--- config.mk ---
export PLATFORM = sky130hd
export DESIGN_NAME = div_restoring_seq_flat
export DESIGN_NICKNAME = d
export VERILOG_FILES = /design/src/rtl/div_restoring_seq_pkg.sv /design/src/rtl/div_restoring_seq_if.sv /design/src/rtl/div_restoring_seq_sub_cout.sv /design/src/rtl/div_restoring_seq.sv /design/src/flat_wrapper.sv
export SDC_FILE = /design/constraint.sdc
export NUM_CORES = 1
export LEC_CHECK = 0
export CAP_MARGIN = 20
export CORE_AREA = 2 2 79 81
export CTS_BUF_LIST = sky130_fd_sc_hd__clkbuf_4 sky130_fd_sc_hd__clkbuf_8
export DETAILED_ROUTE_END_ITERATION = 8
export DIE_AREA = 0 0 81 83
export PLACE_DENSITY = 0.65
export SYNTH_ARGS = -nofsm -noshare
export SYNTH_HDL_FRONTEND = slang
export SYNTH_SLANG_ARGS = --single-unit
--- constraint.sdc ---
create_clock -name CLK -period 2.9 [get_ports CLK]
set_input_delay 0.58 -clock CLK [delete_from_list [all_inputs] [get_ports CLK]]
set_output_delay 0.58 -clock CLK [all_outputs]
set_load 0.1 [all_outputs]
--- src/rtl/div_restoring_seq_pkg.sv ---
// ---------------------------------------------------------------------------
// div_pkg
// Shared types and constants for the sequential restoring divider.
//   DEF_WIDTH   : default operand/quotient/remainder width
//   DEF_CNT_W   : step-counter width for DEF_WIDTH
//   cnt_width() : step-counter width for an arbitrary WIDTH
//   div_state_e : control FSM states
// ---------------------------------------------------------------------------
package div_pkg;

  localparam int DEF_WIDTH = 8;
  localparam int DEF_CNT_W = $clog2(DEF_WIDTH + 1);

  // Counter must hold values 0..WIDTH.
  function automatic int cnt_width(input int w);
    return $clog2(w + 1);
  endfunction

  typedef enum logic [1:0] {
    IDLE = 2'd0,  // waiting for a request
    RUN  = 2'd1,  // one restoring step per clock
    DONE = 2'd2   // result presented until accepted
  } div_state_e;

endpackage

--- src/rtl/div_restoring_seq_if.sv ---
// ---------------------------------------------------------------------------
// div_restoring_seq_if
// Request/response bundle of the divider.
//   Request : I0 (dividend), I1 (divisor), I_valid -> / <- I_ready
//   Response: O (quotient), R (remainder), DIV0, O_valid -> / <- O_ready
// Modports: slave = divider side, master = requester side.
// ---------------------------------------------------------------------------
interface div_restoring_seq_if
  import div_pkg::*;
#(
  parameter int WIDTH = DEF_WIDTH
);
  logic [WIDTH-1:0] I0;
  logic [WIDTH-1:0] I1;
  logic             I_valid;
  logic             I_ready;
  logic [WIDTH-1:0] O;
  logic [WIDTH-1:0] R;
  logic             DIV0;
  logic             O_valid;
  logic             O_ready;

  modport slave (
    input  I0, I1, I_valid, O_ready,
    output I_ready, O, R, DIV0, O_valid
  );

  modport master (
    output I0, I1, I_valid, O_ready,
    input  I_ready, O, R, DIV0, O_valid
  );
endinterface

--- src/rtl/div_restoring_seq_sub_cout.sv ---
// ---------------------------------------------------------------------------
// sub_cout
// W-bit subtractor built as a + ~b + 1. The carry-out is the not-borrow:
// cout_o = 1 exactly when a_i >= b_i (unsigned).
//   a_i, b_i : operands
//   diff_o   : a_i - b_i modulo 2^W
//   cout_o   : carry-out of the addition
// ---------------------------------------------------------------------------
module sub_cout #(
  parameter int W = 9
) (
  input  logic [W-1:0] a_i,
  input  logic [W-1:0] b_i,
  output logic [W-1:0] diff_o,
  output logic         cout_o
);
  logic cin;

  assign cin = 1'b1;
  assign {cout_o, diff_o} = {1'b0, a_i} + {1'b0, ~b_i} + {{W{1'b0}}, cin};
endmodule

--- src/rtl/div_restoring_seq.sv ---
// ---------------------------------------------------------------------------
// div_restoring_seq
// Multi-cycle unsigned restoring divider, one quotient bit per clock.
// An accepted request produces its result exactly WIDTH cycles later,
// independent of operand values. A zero divisor runs the same algorithm and
// naturally yields O = all ones, R = dividend, flagged by DIV0.
//   CLK         : clock, rising edge
//   ASYNCRESETN : asynchronous active-low reset
//   bus         : slave side of div_restoring_seq_if (request/response)
// ---------------------------------------------------------------------------
module div_restoring_seq
  import div_pkg::*;
#(
  parameter int WIDTH = DEF_WIDTH
) (
  input logic                CLK,
  input logic                ASYNCRESETN,
  div_restoring_seq_if.slave bus
);
  localparam int CNT_W = cnt_width(WIDTH);

  div_state_e       state_q, state_d;
  logic [WIDTH-1:0] dvd_q, dvd_d;   // dividend shift register
  logic [WIDTH-1:0] dvs_q, dvs_d;   // divisor
  logic [WIDTH:0]   rem_q, rem_d;   // partial remainder, one guard bit
  logic [WIDTH-1:0] quo_q, quo_d;   // quotient shift register
  logic [CNT_W-1:0] cnt_q, cnt_d;
  logic [WIDTH-1:0] o_q, o_d;
  logic [WIDTH-1:0] r_q, r_d;
  logic             div0_q, div0_d;

  logic             i_ready, o_valid;
  logic [WIDTH:0]   rem_shift, trial;
  logic             no_borrow;
  logic [WIDTH:0]   rem_step;
  logic [WIDTH-1:0] quo_step;

  // After a restore the remainder is below the divisor, so the guard bit of
  // the stored remainder is always zero and is dropped when shifting.
  logic unused_rem_msb;
  assign unused_rem_msb = rem_q[WIDTH];

  assign rem_shift = {rem_q[WIDTH-1:0], dvd_q[WIDTH-1]};

  sub_cout #(.W(WIDTH + 1)) u_sub (
    .a_i    (rem_shift),
    .b_i    ({1'b0, dvs_q}),
    .diff_o (trial),
    .cout_o (no_borrow)
  );

  assign rem_step = no_borrow ? trial : rem_shift;
  assign quo_step = {quo_q[WIDTH-2:0], no_borrow};

  always_comb begin
    // NOTE: every signal gets a default before the case so no path leaves a
    // combinational output unassigned, which would infer a latch.
    state_d = state_q;
    dvd_d   = dvd_q;
    dvs_d   = dvs_q;
    rem_d   = rem_q;
    quo_d   = quo_q;
    cnt_d   = cnt_q;
    o_d     = o_q;
    r_d     = r_q;
    div0_d  = div0_q;
    i_ready = 1'b0;
    o_valid = 1'b0;

    unique case (state_q)
      IDLE: begin
        i_ready = 1'b1;
        if (bus.I_valid) begin
          dvd_d   = bus.I0;
          dvs_d   = bus.I1;
          rem_d   = '0;
          quo_d   = '0;
          cnt_d   = '0;
          state_d = RUN;
        end
      end
      RUN: begin
        dvd_d = {dvd_q[WIDTH-2:0], 1'b0};
        rem_d = rem_step;
        quo_d = quo_step;
        cnt_d = cnt_q + CNT_W'(1);
        // The last step's results are loaded straight into the outputs.
        if (cnt_q == CNT_W'(WIDTH - 1)) begin
          o_d     = quo_step;
          r_d     = rem_step[WIDTH-1:0];
          div0_d  = (dvs_q == '0);
          state_d = DONE;
        end
      end
      DONE: begin
        o_valid = 1'b1;
        if (bus.O_ready) state_d = IDLE;
      end
      default: state_d = IDLE;
    endcase
  end

  // NOTE: state is updated with non-blocking assignments so every register
  // samples the pre-edge values computed above, regardless of statement order.
  always_ff @(posedge CLK or negedge ASYNCRESETN) begin
    if (!ASYNCRESETN) begin
      state_q <= IDLE;
      dvd_q   <= '0;
      dvs_q   <= '0;
      rem_q   <= '0;
      quo_q   <= '0;
      cnt_q   <= '0;
      o_q     <= '0;
      r_q     <= '0;
      div0_q  <= 1'b0;
    end else begin
      state_q <= state_d;
      dvd_q   <= dvd_d;
      dvs_q   <= dvs_d;
      rem_q   <= rem_d;
      quo_q   <= quo_d;
      cnt_q   <= cnt_d;
      o_q     <= o_d;
      r_q     <= r_d;
      div0_q  <= div0_d;
    end
  end

  assign bus.I_ready = i_ready;
  assign bus.O_valid = o_valid;
  assign bus.O       = o_q;
  assign bus.R       = r_q;
  assign bus.DIV0    = div0_q;
endmodule

--- src/flat_wrapper.sv ---
// flat-port wrapper written by rule: the top's interface ports become plain ports
module div_restoring_seq_flat import div_pkg::*;
#(
  parameter int WIDTH = DEF_WIDTH
)
  (CLK, ASYNCRESETN, bus_I0, bus_I1, bus_I_valid, bus_O_ready, bus_I_ready, bus_O, bus_R, bus_DIV0, bus_O_valid);
  div_restoring_seq_if #(.WIDTH(WIDTH)) bus_i ();
  input logic CLK;
  input logic ASYNCRESETN;
  input wire logic [$bits(bus_i.I0)-1:0] bus_I0;
  input wire logic [$bits(bus_i.I1)-1:0] bus_I1;
  input wire logic [$bits(bus_i.I_valid)-1:0] bus_I_valid;
  input wire logic [$bits(bus_i.O_ready)-1:0] bus_O_ready;
  output wire logic [$bits(bus_i.I_ready)-1:0] bus_I_ready;
  output wire logic [$bits(bus_i.O)-1:0] bus_O;
  output wire logic [$bits(bus_i.R)-1:0] bus_R;
  output wire logic [$bits(bus_i.DIV0)-1:0] bus_DIV0;
  output wire logic [$bits(bus_i.O_valid)-1:0] bus_O_valid;
  assign bus_i.I0 = bus_I0;
  assign bus_i.I1 = bus_I1;
  assign bus_i.I_valid = bus_I_valid;
  assign bus_i.O_ready = bus_O_ready;
  assign bus_I_ready = bus_i.I_ready;
  assign bus_O = bus_i.O;
  assign bus_R = bus_i.R;
  assign bus_DIV0 = bus_i.DIV0;
  assign bus_O_valid = bus_i.O_valid;
  div_restoring_seq #(.WIDTH(WIDTH)) u_core (.CLK(CLK), .ASYNCRESETN(ASYNCRESETN), .bus(bus_i));
endmodule
======== Yosys cells after proc, flatten, opt, wreduce, memory -nomap -nowiden ========
Index checks and enable logic that the tools add are counted.
word-level totals
  flip-flop bits (word level) ............. 54
  input bits .............................. 20
cells by class
  add/subtract/negate cells ............... 3
  equal/unequal tests ..................... 6
  multiplexer cells ....................... 15
  bitwise logic cells ..................... 1
  reductions and logical operators ........ 7
operator list
  kind                                                    number
  one-hot mux 8 bit (2 select lines)                      2
  2-to-1 mux 8 bit                                        3
  one-hot mux 7 bit (2 select lines)                      1
  adder 10 x 1 -> 10 bit (second input constant)          1
  adder 9 x 9 -> 10 bit                                   1
  inverter 8 -> 9 bit                                     1
  logical NOT 8 bit                                       1
  one-hot mux 4 bit (2 select lines)                      1
  2-to-1 mux 7 bit                                        1
  2-to-1 mux 2 bit                                        3
  one-hot mux 2 bit (3 select lines)                      1
  AND reduction 2 bit                                     3
  adder 4 x 1 -> 4 bit (second input constant)            1
  == test 4 x 3 -> 1 bit (second input constant)          1
  2-to-1 mux 4 bit                                        1
  inequality test 2 bit (second input constant)           2
  AND reduction 3 bit                                     1
  == test 2 x 1 -> 1 bit (second input constant)          1
  == test 2 bit (second input constant)                   1
  logical NOT 2 bit                                       1
  2-to-1 mux 1 bit                                        2
  inequality test 2 x 1 -> 1 bit (second input constant)  1
  nonzero test 2 bit                                      1

======== Longest topological paths before layout ========
Gate-level depths: netlist of the first run.
  word-level depth ........................ 5
  depth in mapped cells ................... 9

======== Hierarchy ========
From an unflattened synthesis of the first run, not the netlist that was laid out.
unflattened totals
  cells, all modules ...................... 267
  area total of the unflattened synthesis .. 2717.6 um^2
by module, submodules not included
  module             times used  cells each  area each (um^2)  seq. area each (um^2)
  div_restoring_seq  1           215         2334.7            1351.3
  sub_cout           1           52          382.9             0.0

======== Least setup slack after synthesis of the first run ========
OpenSTA, ideal clock, no wires.
  path type ............................... reg2reg
  start ................................... register u_core.state_q[1]
  end ..................................... register u_core.rem_q[5]
  arrival ................................. 2.661 ns
  data required time ...................... 2.765 ns
  setup slack ............................. 0.104 ns
  cell stages (with the launch flop) ...... 6
  path buffers ............................ 0
  path through ............................ dfrtp_1 -> nor2_1 -> nand2_1 -> and3_1 -> a31oi_1 -> o31ai_1
on the way
  longest elaborated chain between the ends .. 3
  elaborated cells between the ends (all ways) .. 6
ends and longest elaborated chain
  element                                                                       RTL line                  RTL
  start: declaration                                                            div_restoring_seq.sv:22   div_state_e state_q, state_d;
  start signal: assignment                                                      div_restoring_seq.sv:117  state_q <= state_d;
  == test 2 x 1 -> 1 bit or logical NOT 2 bit (tied branches)                   div_restoring_seq.sv:70   unique case (state_q)
  nonzero test 2 bit (no source line) or inequality test 2 bit (tied branches)  -
  AND reduction 2 bit (no source line)                                          -
  end signal: assignment                                                        div_restoring_seq.sv:120  rem_q <= rem_d;
  end: declaration                                                              div_restoring_seq.sv:25   logic [WIDTH:0] rem_q, rem_d;
Parallel ways exist; a longest one is shown, timed or not.
A chain may end at the register's enable or synchronous reset.

======== Final worst setup path of the first run ========
  start ................................... register u_core.rem_q[3]
  end ..................................... register u_core.r_q[3] (netlist: u_core.bus.R[3])
on the way
  longest elaborated chain between the ends .. 3
ends and longest elaborated chain
  element                 RTL line                          RTL
  adder 9 x 9 -> 10 bit   div_restoring_seq_sub_cout.sv:20  assign {cout_o, diff_o} = {1'b0, a_i} + {1'b0, ~b_i} + {{W{1'b0}}, cin};
  adder 10 x 1 -> 10 bit  div_restoring_seq_sub_cout.sv:20
  2-to-1 mux 8 bit        div_restoring_seq.sv:52           assign rem_step = no_borrow ? trial : rem_shift;
  end signal: assignment  div_restoring_seq.sv:124          r_q <= r_d;
  end: declaration        div_restoring_seq.sv:29           logic [WIDTH-1:0] r_q, r_d;
No other way between the ends.

==> impl_metrics.csv, run 1 <==
group,metric,value,unit
timing,slew-limit-headroom,47.9,%
synthesis,postSynth.asyncResetShare,100,%
floorplanning,io_pins,39,
synthesis,synthTopCellsByArea,"dfrtp_1, nand2_1, o21ai_0, ha_1, nand3_1",
floorplanning,die_w,81,um
clocking,cts-buffers-inserted,5,
worst_setup_path,crit_fanout,13,
final_layout,nets,352,
detailed_routing,drt-initial-drc-count,167,
synthesis,yosysWarningCount,0,
detailed_routing,drcViolationCount,0,
worst_setup_path,critPathLaunchType,"flip-flop",
clocking,cts_hold_buf,0,
global_routing,gr-usage-all-layers,18.5,%
final_layout,area_growth,18.8,%
detailed_routing,final_antenna_net_count,0,
timing,drv_slew,0,
clocking,cts.clk_slew.worst_paths,0.11,ns
clocking,root_buffer,"clkbuf_8",
worst_setup_path,worstPathCellList,"ha_1, a21oi_1, o221ai_2, nor2_4, mux2i_1, o21ai_0",
hold_path,min_path_type,"in2async",
floorplanning,core_area,0.00582,sq mm
floorplanning,dieArea,0.00672,sq mm
timing,post-route-period-util,77.4,%
clocking,cts_resized,0,
floorplanning,fp-row-count,28,
detailed_routing,vias,2080,
global_routing,grt_max_degree,55,
synthesis,synthFlopType,"dfrtp_1",
synthesis,synthTopCellsByCount,"nand2_1, dfrtp_1, o21ai_0",
timing,fin_skew,0.0113,ns
synthesis,synth_top_area_share,51.2,%
synthesis,syn_area,0.00264,sq mm
synthesis,synth.avg_cell_area,9.24,sq um
global_routing,grt_pass1_wl,9.89,mm
job,max-cap-violations,0,
detailed_routing,vias_per_cell,5.23,
clocking,tritoncts,"built",
status,status,"finished clean",
detailed_routing,drt-total-wl,5.72,mm
timing,timing.fmax,0.445,GHz
worst_setup_path,max_stage_delay,0.42,ns
clocking,post_cts_buffers,0,
clocking,htree_levels,2,
timing,setup-tns-final,0,ns
worst_setup_path,critPathRequiredTime,3.06,ns
synthesis,ys_seq_area_share,51.2,%
clocking,cts.sink_count,54,
placement,dp_hpwl,4.00,mm
clocking,clkLatencyLatePin,0.31,ns
detailed_routing,post_drt_wl_per_cell,14.4,um
synthesis,synth_cell_type_count,41,
detailed_routing,first_pass_iters,4,
worst_setup_path,endpoint_kind,"flip-flop",
synthesis,netlist_instances,286,
placement,numPortBuffers,38,
placement,place.gp.congestion,0.793,
timing,grt_setup_unrepaired,"no",
worst_setup_path,arrival,2.41,ns
synthesis,synth-edff-count,0,
final_layout,layout-drive-gt1-share,13.0,%
timing,hold_violations,0,
global_routing,grt_pass1_vias,2048,
synthesis,synth_area_leader_cell,"dfrtp_1",
worst_setup_path,critPathSlowestCell,"dfrtp_1",
worst_setup_path,crit_type,"reg2reg",
floorplanning,initial_core_util,45.4,%
global_routing,overflow,0,
synthesis,yosysMostFrequentCell,"nand2_1",
timing,min_period,2.25,ns
global_routing,antenna_found_initial,0,
timing,worst_pin_slew,0.779,ns
clocking,clock_path_buffers,2,
synthesis,syn_nets,316,
synthesis,synth_seq_cells,54,
timing,setup_viol,0,
final_layout,diodes,0,
floorplanning,die_h,83,um
-- worst paths after layout --
path                            startpoint         endpoint  slack [ns]  cells past startpoint
max                        u_core.rem_q[3]  u_core.bus.R[3]        0.65                      6
max reg2reg                u_core.rem_q[3]  u_core.bus.R[3]        0.65                      6
min reg2reg                u_core.bus.O[0]  u_core.bus.O[0]        0.49                      2
min                            ASYNCRESETN  u_core.dvd_q[5]        0.24                      2
max in group asynchronous      ASYNCRESETN  u_core.bus.DIV0        2.41                      2
min in group CLK           u_core.bus.O[0]  u_core.bus.O[0]        0.49                      2
-- stage by stage --
stage               instance area (sq um)  hold WS, ns  setup slack (ns)  utilization [%]  cells
finish                               3140        0.242             0.654             53.9    398
global route                         3140        0.257             0.487             53.9    398
CTS                                  3140        0.264             0.633             53.9    398
detailed placement                   3040        0.467             0.665             52.3    390
global placement                     3040        0.459             0.702             52.3    390
floorplan                            2640        0.284             0.104                -    286
-- registers in the layout (all words and copies together), names as in the netlist --
name             cells
u_core.state_q       2
u_core.bus.O         8
u_core.bus.DIV0      1
u_core.dvd_q         8
u_core.quo_q         7
u_core.rem_q         8
u_core.bus.R         8
u_core.cnt_q         4
u_core.dvs_q         8
-- layer usage --
| metal | wire length, um | share of wire [%] | track usage (%) | up-vias |
|---|---|---|---|---|
| met5 | 0 | 0 | 0 | - |
| met1 | 2780 | 49 | 27.2 | 987 |
| li1 | - | - | - | 1040 |
| met3 | 290 | 5.1 | 3.48 | 4 |
| met4 | 31 | 0.54 | 3.54 | 0 |
| met2 | 2620 | 46 | 28.6 | 49 |
-- placed cells by master, fill, tap and decap left out, drive strengths merged, types with 3 or more instances in the layout --
cell | Yosys | routed
clkbuf | 12 | 5
xor2 | 3 | 3
o22ai | 5 | 5
o211ai | 3 | 3
dfrtp | 54 | 54
mux2i | 5 | 5
nand2 | 73 | 73
inv | 13 | 14
clkdlybuf4s50 | 0 | 18
nand3 | 14 | 14
o21ai | 36 | 36
nor2 | 18 | 18
buf | 3 | 26
ha | 9 | 9
a31oi | 3 | 3
a21oi | 5 | 5
a211oi | 3 | 3
-- kinds of logic after synthesis --
group / synth area share, %
multiplexers: 2.46
XOR/XNOR: 1.33
AND/OR/NAND/NOR: 20.1
flip-flops: 51.2
adder cells (fa/ha/maj): 5.02
AO/OA/AOI/OAI: 15.2
buffers and inverters: 4.74
-- cell type report --
| type | count | area (sq um) |
|---|---|---|
| Clock inverter | 3 | 23.8 |
| Inverter | 13 | 48.8 |
| Clock buffer | 5 | 68.8 |
| Tap cell | 75 | 93.8 |
| Sequential cell | 54 | 1350 |
| Fill cell | 583 | 2680 |
| Timing Repair Buffer | 44 | 385 |
| Multi-Input combinational cell | 204 | 1160 |
-- critical path: cells and delay by family (launching register included) --
family | cells | cell delay [ns]
DFF | 1 | 0.42
adders and majority gates | 1 | 0.40
muxes | 1 | 0.32
and+or+nand+nor | 1 | 0.37
AOI/OAI and AO/OA | 3 | 0.59
Power of run 1 is left out: the tool's default activity adds up to more than one toggle a clock period on the data nets, which glitch-free logic cannot reach.
==> run 2, diff against run 1 <==
clock period = 2.11 ns   (was 2.9 ns; I/O delays follow)
==> impl_metrics.csv, run 2 (synthesis gave the netlist of run 1 again) <==
group,metric,value,unit
status,status,"finished clean",
global_routing,grt_pass1_wl,9.84,mm
worst_setup_path,crit_fanout,8,
floorplanning,die_h,83,um
final_layout,n_fill_cell,545,
detailed_routing,vias_per_cell,5.26,
global_routing,grt_max_degree,38,
global_routing,overflow,0,
worst_setup_path,crit_type,"reg2reg",
worst_setup_path,critPathRequiredTime,2.30,ns
worst_setup_path,worstPathCellList,"ha_4, buf_4, nand2b_4, a2111oi_4, nor2_4, buf_12, a31oi_4, o31ai_2",
clocking,root_buffer,"clkbuf_8",
floorplanning,dieArea,0.00672,sq mm
worst_setup_path,endpoint_kind,"flip-flop",
timing,fin_skew,0.00608,ns
timing,timing.fmax,0.485,GHz
detailed_routing,vias,2184,
final_layout,instances_no_fill,415,
global_routing,gr-usage-all-layers,19.0,%
clocking,clkLatencyLatePin,0.31,ns
worst_setup_path,r2r_setup_slack,0.05,ns
timing,drv_slew,0,
clocking,clock_path_buffers,2,
worst_setup_path,arrival,2.25,ns
detailed_routing,drt-total-wl,6.16,mm
final_layout,diodes,0,
detailed_routing,drcViolationCount,0,
timing,hold_violations,0,
detailed_routing,post_drt_wl_per_cell,14.9,um
clocking,cts_hold_buf,0,
timing,post-route-period-util,97.7,%
final_layout,nets,369,
detailed_routing,drt-initial-drc-count,152,
clocking,htree_levels,2,
worst_setup_path,critPathSlowestCell,"dfrtp_1",
clocking,cts.sink_count,54,
placement,numPortBuffers,38,
final_layout,final_common_cell,"nand2_1",
floorplanning,initial_core_util,45.4,%
placement,place_inst,404,
global_routing,antenna_found_initial,0,
clocking,cts.clk_slew.worst_paths,0.10,ns
timing,setup_viol,0,
final_layout,final_cell_mix,"nand2_1, dfrtp_1, buf_4",
timing,grt_setup_unrepaired,"yes",
timing,slew-limit-headroom,61.9,%
final_layout,utilization,59.2,%
placement,place.gp.congestion,0.839,
clocking,tritoncts,"built",
placement,dp_hpwl,4.36,mm
final_layout,area_growth,30.4,%
floorplanning,core_area,0.00582,sq mm
worst_setup_path,max_stage_delay,0.44,ns
clocking,cts-buffers-inserted,5,
floorplanning,io_pins,39,
worst_setup_path,critPathLaunchType,"flip-flop",
global_routing,grt_pass1_vias,2072,
detailed_routing,first_pass_iters,4,
timing,min_period,2.06,ns
job,max-cap-violations,0,
timing,worst_pin_slew,0.571,ns
floorplanning,fp-row-count,28,
hold_path,min_path_type,"in2async",
floorplanning,die_w,81,um
detailed_routing,final_antenna_net_count,0,
final_layout,layout-drive-gt1-share,23.8,%
-- run 2: cell types whose count changed in the layout (fill, tap and decap cells not counted), moves of 3 or more --
cell / delta
ha_1: -6
inv_2: +4
buf_4: +14
ha_4: +5
inv_1: -4
buf_12: +3
-- run 2: worst paths after layout --
path                            startpoint              end  cells after the start
min                            ASYNCRESETN  u_core.dvd_q[4]                      1
max in group asynchronous      ASYNCRESETN  u_core.rem_q[4]                      2
min reg2reg                u_core.quo_q[6]  u_core.bus.O[7]                      2
max reg2reg                u_core.dvs_q[0]  u_core.rem_q[5]                      8
min in group CLK           u_core.quo_q[6]  u_core.bus.O[7]                      2
max                        u_core.dvs_q[0]  u_core.rem_q[5]                      8
-- run 2: critical path: cells and delay by family, from the launching register on --
kind | cells | cell delay, ns
DFF | 1 | 0.44
and+or+nand+nor | 2 | 0.29
adders and majority gates | 1 | 0.18
buffers and inverters | 2 | 0.30
AOI/OAI and AO/OA | 3 | 0.73
-- run 2: area by class of cell --
cell class	count	area [sq um]	area share, %
well taps	75	93.8	2.72
clock inverters	3	23.8	0.690
clock buffers	5	68.8	2.00
multi-input cells	204	1310	37.9
flip-flops and latches	54	1350	39.3
repair buffers	61	551	16.0
inverters	13	48.8	1.42
-- run 2: metrics by stage --
stage / setup TNS, ns / setup WS [ns] / hold slack, ns / cell area, sq um
6_report: 0 / 0.0478 / 0.0380 / 3440
5_1_grt: -0.00898 / -0.00802 / 0.0474 / 3440
4_1_cts: 0 / 0.0142 / 0.0433 / 3290
3_5_place_dp: -0.0713 / -0.0411 / 0.398 / 3190
3_3_place_gp: 0 / 0.106 / 0.390 / 3190
2_1_floorplan: -0.891 / -0.0873 / 0.126 / 2650
-- run 2: repair_timing --
| item | in CTS | in global routing |
|---|---|---|
| resized for setup | 1 | 26 |
| buffers inserted | 0 | 3 |
| pin swaps | 0 | 7 |
| setup endpoints to repair | 2 | 13 |
-- run 2: per-layer routing --
layer | track usage, % | wire [um] | up-vias
li1 | - | - | 1079
met1 | 25.3 | 2810 | 1045
met2 | 30.6 | 2990 | 53
met3 | 4.13 | 285 | 7
met4 | 6.16 | 82 | 0
met5 | 0 | 0 | -
Power of run 2 is left out for the same reason.
